<file path="src/rtl/pid_ctrl_ss.sv">
// Purpose: balance PID (saturated error, clamping integrator, selectable D) with soft-start output scaling.
// Latency: vld in cycle n -> PID_cntrl/cntrl_vld in cycle n+2; accepts a new sample every cycle.
// Backpressure: none; the output is a registered value marked by a single-cycle cntrl_vld pulse.
module pid_ctrl_ss #(
   parameter int ERR_W      = 10,
   parameter int INT_W      = 18,
   parameter int OUT_W      = 12,
   parameter int P_COEFF    = 12,
   parameter int I_SHIFT    = 6,
   parameter int DERIV_MODE = 0,
   parameter int D_SHIFT    = 6,
   parameter int D_COEFF    = 2,
   parameter int SS_W       = 27,
   parameter int SS_INC     = 1
) (
   input  logic             clk,
   input  logic             rst,
   input  logic             vld,
   input  logic [15:0]      ptch,
   input  logic [15:0]      ptch_rt,
   input  logic             pwr_up,
   input  logic             rider_off,
   output logic [OUT_W-1:0] PID_cntrl,
   output logic             cntrl_vld,
   output logic [7:0]       ss_tmr,
   output logic             int_sat
);

   // Term widths are chosen so no stage-1 product or the stage-2 sum can wrap.
   localparam int P_W  = ERR_W + 7;
   localparam int D_W  = (ERR_W + 6 > 17) ? ERR_W + 6 : 17;
   localparam int M1_W = (P_W > INT_W) ? P_W : INT_W;
   localparam int M2_W = (M1_W > D_W) ? M1_W : D_W;
   localparam int S_W  = M2_W + 2;

   localparam logic [5:0]              P_C       = 6'(P_COEFF);
   localparam logic [3:0]              D_C       = 4'(D_COEFF);
   localparam logic signed [15:0]      ERR_MAX16 = 16'(2**(ERR_W-1) - 1);
   localparam logic signed [15:0]      ERR_MIN16 = 16'(-(2**(ERR_W-1)));
   localparam logic signed [INT_W-1:0] INT_MAX   = {1'b0, {(INT_W-1){1'b1}}};
   localparam logic signed [INT_W-1:0] INT_MIN   = {1'b1, {(INT_W-1){1'b0}}};
   localparam logic signed [OUT_W-1:0] SAT_MAX   = {1'b0, {(OUT_W-1){1'b1}}};
   localparam logic signed [OUT_W-1:0] SAT_MIN   = {1'b1, {(OUT_W-1){1'b0}}};
   localparam logic [SS_W:0]           SS_STEP   = (SS_W+1)'(SS_INC);

   typedef enum logic [1:0] {OFF = 2'd0, RAMP = 2'd1, RUN = 2'd2} state_t;

   state_t                  state, state_nxt;
   logic [SS_W-1:0]         ss_cnt;
   logic [SS_W:0]           ss_sum;
   logic signed [15:0]      ptch_s;
   logic signed [ERR_W-1:0] err_sat, prev_err;
   logic signed [INT_W-1:0] integ, int_clamp, int_nxt;
   logic signed [INT_W:0]   int_sum;
   logic                    int_ovf;
   logic signed [P_W-1:0]   p_calc, p_reg;
   logic signed [INT_W-1:0] i_calc, i_reg;
   logic signed [16:0]      rt_ext, rt_sh, d0;
   logic signed [ERR_W:0]   diff;
   logic signed [ERR_W+5:0] d1;
   logic signed [D_W-1:0]   d_calc, d_reg;
   logic                    s1_vld;
   logic signed [S_W-1:0]   sum;
   logic signed [OUT_W-1:0] sat, scaled, out_nxt;
   logic signed [OUT_W+8:0] prod;

   assign ptch_s = $signed(ptch);
   assign ss_tmr = ss_cnt[SS_W-1:SS_W-8];
   assign ss_sum = {1'b0, ss_cnt} + SS_STEP;

   // Clip the raw pitch into the error range.
   always_comb begin
      err_sat = ptch_s[ERR_W-1:0];
      if (ptch_s > ERR_MAX16)
         err_sat = ERR_MAX16[ERR_W-1:0];
      else if (ptch_s < ERR_MIN16)
         err_sat = ERR_MIN16[ERR_W-1:0];
   end

   // Integrator candidate: one guard bit detects overflow, then clamp; rider_off wins.
   always_comb begin
      int_sum   = {integ[INT_W-1], integ} + {{(INT_W+1-ERR_W){err_sat[ERR_W-1]}}, err_sat};
      int_ovf   = int_sum[INT_W] ^ int_sum[INT_W-1];
      int_clamp = int_sum[INT_W-1:0];
      if (int_ovf)
         int_clamp = int_sum[INT_W] ? INT_MIN : INT_MAX;
      int_nxt   = rider_off ? '0 : int_clamp;
   end

   // Stage-1 term arithmetic at full precision.
   always_comb begin
      p_calc = err_sat * $signed({1'b0, P_C});
      i_calc = int_nxt >>> I_SHIFT;
      rt_ext = $signed({ptch_rt[15], ptch_rt});
      rt_sh  = rt_ext >>> D_SHIFT;
      d0     = -rt_sh;
      diff   = {prev_err[ERR_W-1], prev_err} - {err_sat[ERR_W-1], err_sat};
      d1     = diff * $signed({1'b0, D_C});
      d_calc = (DERIV_MODE == 1) ? D_W'(d1) : D_W'(d0);
   end

   // Stage-2 sum, saturation and soft-start scaling by the current state.
   always_comb begin
      sum = S_W'(p_reg) + S_W'(i_reg) + S_W'(d_reg);
      sat = sum[OUT_W-1:0];
      if (sum > S_W'(SAT_MAX))
         sat = SAT_MAX;
      else if (sum < S_W'(SAT_MIN))
         sat = SAT_MIN;
      prod   = sat * $signed({1'b0, ss_tmr});
      scaled = OUT_W'(prod >>> 8);
      case (state)
         RAMP:    out_nxt = scaled;
         RUN:     out_nxt = sat;
         default: out_nxt = '0;
      endcase
   end

   // Soft-start sequencer next state; pwr_up low forces OFF from anywhere.
   always_comb begin
      state_nxt = state;
      if (!pwr_up)
         state_nxt = OFF;
      else begin
         case (state)
            OFF:     state_nxt = RAMP;
            RAMP:    if (ss_tmr == 8'hFF) state_nxt = RUN;
            default: state_nxt = state;
         endcase
      end
   end

   // State register and saturating soft-start counter.
   always_ff @(posedge clk) begin
      if (rst) begin
         state  <= OFF;
         ss_cnt <= '0;
      end else begin
         state <= state_nxt;
         if (!pwr_up)
            ss_cnt <= '0;
         else if (ss_sum[SS_W])
            ss_cnt <= '1;
         else
            ss_cnt <= ss_sum[SS_W-1:0];
      end
   end

   // Integrator, previous error, clamp flag and stage-1 term registers.
   always_ff @(posedge clk) begin
      if (rst) begin
         integ    <= '0;
         prev_err <= '0;
         int_sat  <= 1'b0;
         p_reg    <= '0;
         i_reg    <= '0;
         d_reg    <= '0;
         s1_vld   <= 1'b0;
      end else begin
         int_sat <= vld & ~rider_off & int_ovf;
         s1_vld  <= vld;
         if (vld) begin
            integ    <= int_nxt;
            prev_err <= err_sat;
            p_reg    <= p_calc;
            i_reg    <= i_calc;
            d_reg    <= d_calc;
         end
      end
   end

   // Output register: loads on stage-1 valid, holds otherwise.
   always_ff @(posedge clk) begin
      if (rst) begin
         PID_cntrl <= '0;
         cntrl_vld <= 1'b0;
      end else begin
         cntrl_vld <= s1_vld;
         if (s1_vld)
            PID_cntrl <= out_nxt;
      end
   end

endmodule

</file>
<file path="config.mk">
export PLATFORM = sky130hd
export DESIGN_NAME = pid_ctrl_ss
export DESIGN_NICKNAME = d
export VERILOG_FILES = /design/src/rtl/pid_ctrl_ss.sv
export SDC_FILE = /design/constraint.sdc
export NUM_CORES = 1
export LEC_CHECK = 0
export CORE_MARGIN = 3
export CORE_UTILIZATION = 40
export DETAILED_ROUTE_END_ITERATION = 16
export PLACE_DENSITY = 0.67
export SYNTH_ARGS = -nofsm -noshare
export SYNTH_HDL_FRONTEND = slang
export SYNTH_SLANG_ARGS = --single-unit
</file>
<file path="constraint.sdc">
create_clock -name clk -period 12.15 [get_ports clk]
set_input_delay 2.43 -clock clk [delete_from_list [all_inputs] [get_ports clk]]
set_output_delay 2.43 -clock clk [all_outputs]
set_load 0.01 [all_outputs]
</file>
==> flow_summary.yaml <==
grt:
  antenna_found_initial: 0
  grt_pass1_wl_microns: 38100
  overflow: 0
  grt_max_degree: 31
  grt_usage_pct: 17.6
  grt_pass1_vias: 7697
setup_path:
  worst-path-buf-inv: 6
  critPathKind: "reg -> reg"
  worstSetupStartpoint: "integ[8]$_SDFFE_PP0P_"
  crit_family: "adder cells"
  reg2reg_from: "integ[8]$_SDFFE_PP0P_"
  crit_path_frequent_cell: "inv_1"
  max_stage_delay_ns: 0.75
  crit_path_max_fanout: 11
  critical_path.slowest_cell: "a21oi_1"
  cp-end-kind: "flip-flop"
  start_kind: "flip-flop"
  required_ns: 12.36
  arrival_ns: 9.22
clock_tree:
  clock_latency_ns: 0.36
  cts_resized: 0
  ctsLongestPathBuffers: 2
  cts_tree: "done"
  cts_buffers: 9
  root_buffer: "clkbuf_16"
  postCtsSetupRepairBufs: 0
  ctsHoldBuffers: 0
  cts_sinks: 92
  cts.htree.levels: 3
  path_clk_slew_ns: 0.07
logic_synthesis:
  synth_area_leaders: "fa_1 19%, dfxtp_1 19%, ha_1 12%, inv_1 5.1%, nand2_1 4.3%"
  ys_ff_latch: 92
  synth.most_common_cell: "inv_1"
  yosysWarnings: 0
  ys_async_sr_fraction_pct: 0
  synth-edff-count: 0
  synthDistinctLibCells: 78
  yosysTopAreaCell: "fa_1"
  yosysSeqAreaShare_pct: 18.7
  avgSynthCellArea_sq_um: 8.58
  synth_commonest_cells: "134 x inv_1, 113 x nand2_1, 93 x fa_1, 93 x ha_1, 92 x dfxtp_1"
  netlist_area_sq_um: 9850
  synthFlopType: "dfxtp_1"
  syn_nets: 1371
  synth_top_cell_area_share_pct: 18.9
  synth_cells: 1148
timing:
  rsz0062_at_grt: "false"
  tightest_slew_ns: 1.11
  timing.setup.tns_ns: 0
  slew_headroom_pct: 26.0
  finalCritPeriodShare_pct: 74.1
  fin_crit_ns: 9.01
  slew_violations: 0
  max_freq_mhz: 111
  hold_violations: 0
  setup_viol_count_final: 0
  final.setup_skew_ns: 0.00996
route:
  ant_nets: 0
  via_count: 7795
  detail_route.wl_per_cell_microns: 14.9
  remaining_drc_errors: 0
  viasPerCell: 5.22
  drt_wl_total_microns: 22300
  drt_iter0_drc: 350
  dr.pass1.iters: 4
layout:
  antennaDiodeCount: 0
  n_fill_cell: 2343
  nets: 1393
  stdcell_count: 1494
  largest_reg_flops: 27
  area_growth_pct: 10.8
  drive_gt1_share_pct: 4.09
pwr:
  ir_worst_vdd_uv: 71.2
  pwr_density_cell_nw_per_um2: 87.4
  p_leak_uw: 0.00496
die:
  fp.dieW_microns: 163
  core_sq_um: 23800
  initial_core_util_pct: 41.3
  rows: 56
  boundaryPins: 59
  fp.dieArea_sq_um: 26500
  die_y_microns: 163
placement:
  place_hpwl_microns: 17500
  gp_congestion: 0.841
  dpl.cell_count: 1478
  port_buffers: 52
min_path:
  min-delay-start: "d_reg[12]$_SDFFE_PP0P_"
  hold_path_class: "reg -> reg"
flow_run:
  cap_violations: 0
outcome:
  status: "finished, final reports clean"
placed cells by master, fill, tap and decap left out, types with 4 or more instances in the layout:
master | netlist | routed
or3_1 | 8 | 8
nor2b_1 | 15 | 15
a221o_1 | 15 | 15
xnor2_1 | 37 | 37
o21ai_1 | 9 | 9
xor2_1 | 33 | 33
nand3_1 | 20 | 20
a211oi_1 | 9 | 9
buf_4 | 8 | 6
nor3_1 | 12 | 12
a21o_1 | 19 | 19
and3_1 | 11 | 11
a22oi_1 | 6 | 6
o21a_1 | 16 | 16
o21ai_0 | 32 | 32
nor4_1 | 6 | 6
fa_1 | 93 | 93
dfxtp_1 | 92 | 92
o211ai_1 | 6 | 6
mux2i_1 | 18 | 18
a21oi_2 | 4 | 4
a21oi_1 | 80 | 80
inv_6 | 0 | 4
nand2_1 | 113 | 113
and2_1 | 53 | 53
inv_1 | 134 | 134
nand2b_1 | 18 | 18
ha_1 | 93 | 93
nor2_1 | 76 | 75
nand4_1 | 7 | 7
clkbuf_16 | 0 | 9
clkdlybuf4s50_1 | 0 | 52
a22o_1 | 5 | 5
worst paths after layout:
path	endpoint	slack (ns)	depth (start not counted)
hold reg to reg	d_reg[12]$_SDFFE_PP0P_	0.46	2
setup / recovery	PID_cntrl[11]$_SDFFE_PP0P_	3.14	34
setup reg to reg	PID_cntrl[11]$_SDFFE_PP0P_	3.14	34
hold / removal	d_reg[12]$_SDFFE_PP0P_	0.46	2
cell type report:
class | instances | area [sq um] | share of cell area, %
Multi-Input combinational cell | 875 | 7290 | 66.8
Sequential cell | 92 | 1840 | 16.9
Clock buffer | 9 | 225 | 2.06
Inverter | 134 | 503 | 4.61
Timing Repair Buffer | 58 | 566 | 5.18
Clock inverter | 7 | 88.8 | 0.814
Tap cell | 319 | 399 | 3.66
through the flow:
step / utilization [%] / total power, uW / cell area (sq um) / hold slack [ns] / setup slack [ns]
6_report: 45.8 / 954 / 10900 / 0.459 / 3.14
5_1_grt: 45.8 / 1020 / 10900 / 0.478 / 2.36
4_1_cts: 45.8 / 964 / 10900 / 0.459 / 3.13
3_5_place_dp: 44.5 / 662 / 10600 / 0.448 / 3.16
3_3_place_gp: 44.5 / 657 / 10600 / 0.443 / 3.24
2_1_floorplan: - / 567 / 9850 / 0.431 / 4.24
logic make-up (layout without fill, tap and decap cells):
family / count (synthesis) / in the layout / share of synthesized area [%]
fa+ha+maj: 186 / 186 / 30.7
xor+xnor: 70 / 70 / 6.23
flops: 92 / 92 / 18.7
simple gates: 354 / 354 / 17.6
mux: 19 / 19 / 1.94
buf+inv: 181 / 208 / 7.32
compound gates: 246 / 246 / 17.5
where the power goes:
part	switching [uW]	internal, uW	leakage (uW)
combinational	201	118	0.00405
clock	135	164	0.000150
sequential	17.3	318	0.000751
tightest hold or removal path, stage by stage, from the launching register on:
cell and delay (ns):
dfxtp_1 0.32, nand2_1 0.05, nand2_1 0.04
per-layer routing:
metal	vias to the layer above	global-route usage, %	routed length (microns)
li1	3914	-	-
met1	3735	23.1	10200
met2	122	30.4	10900
met3	24	2.44	779
met4	0	4.73	448
met5	-	0	0
Power figures use the tool's default switching activity.
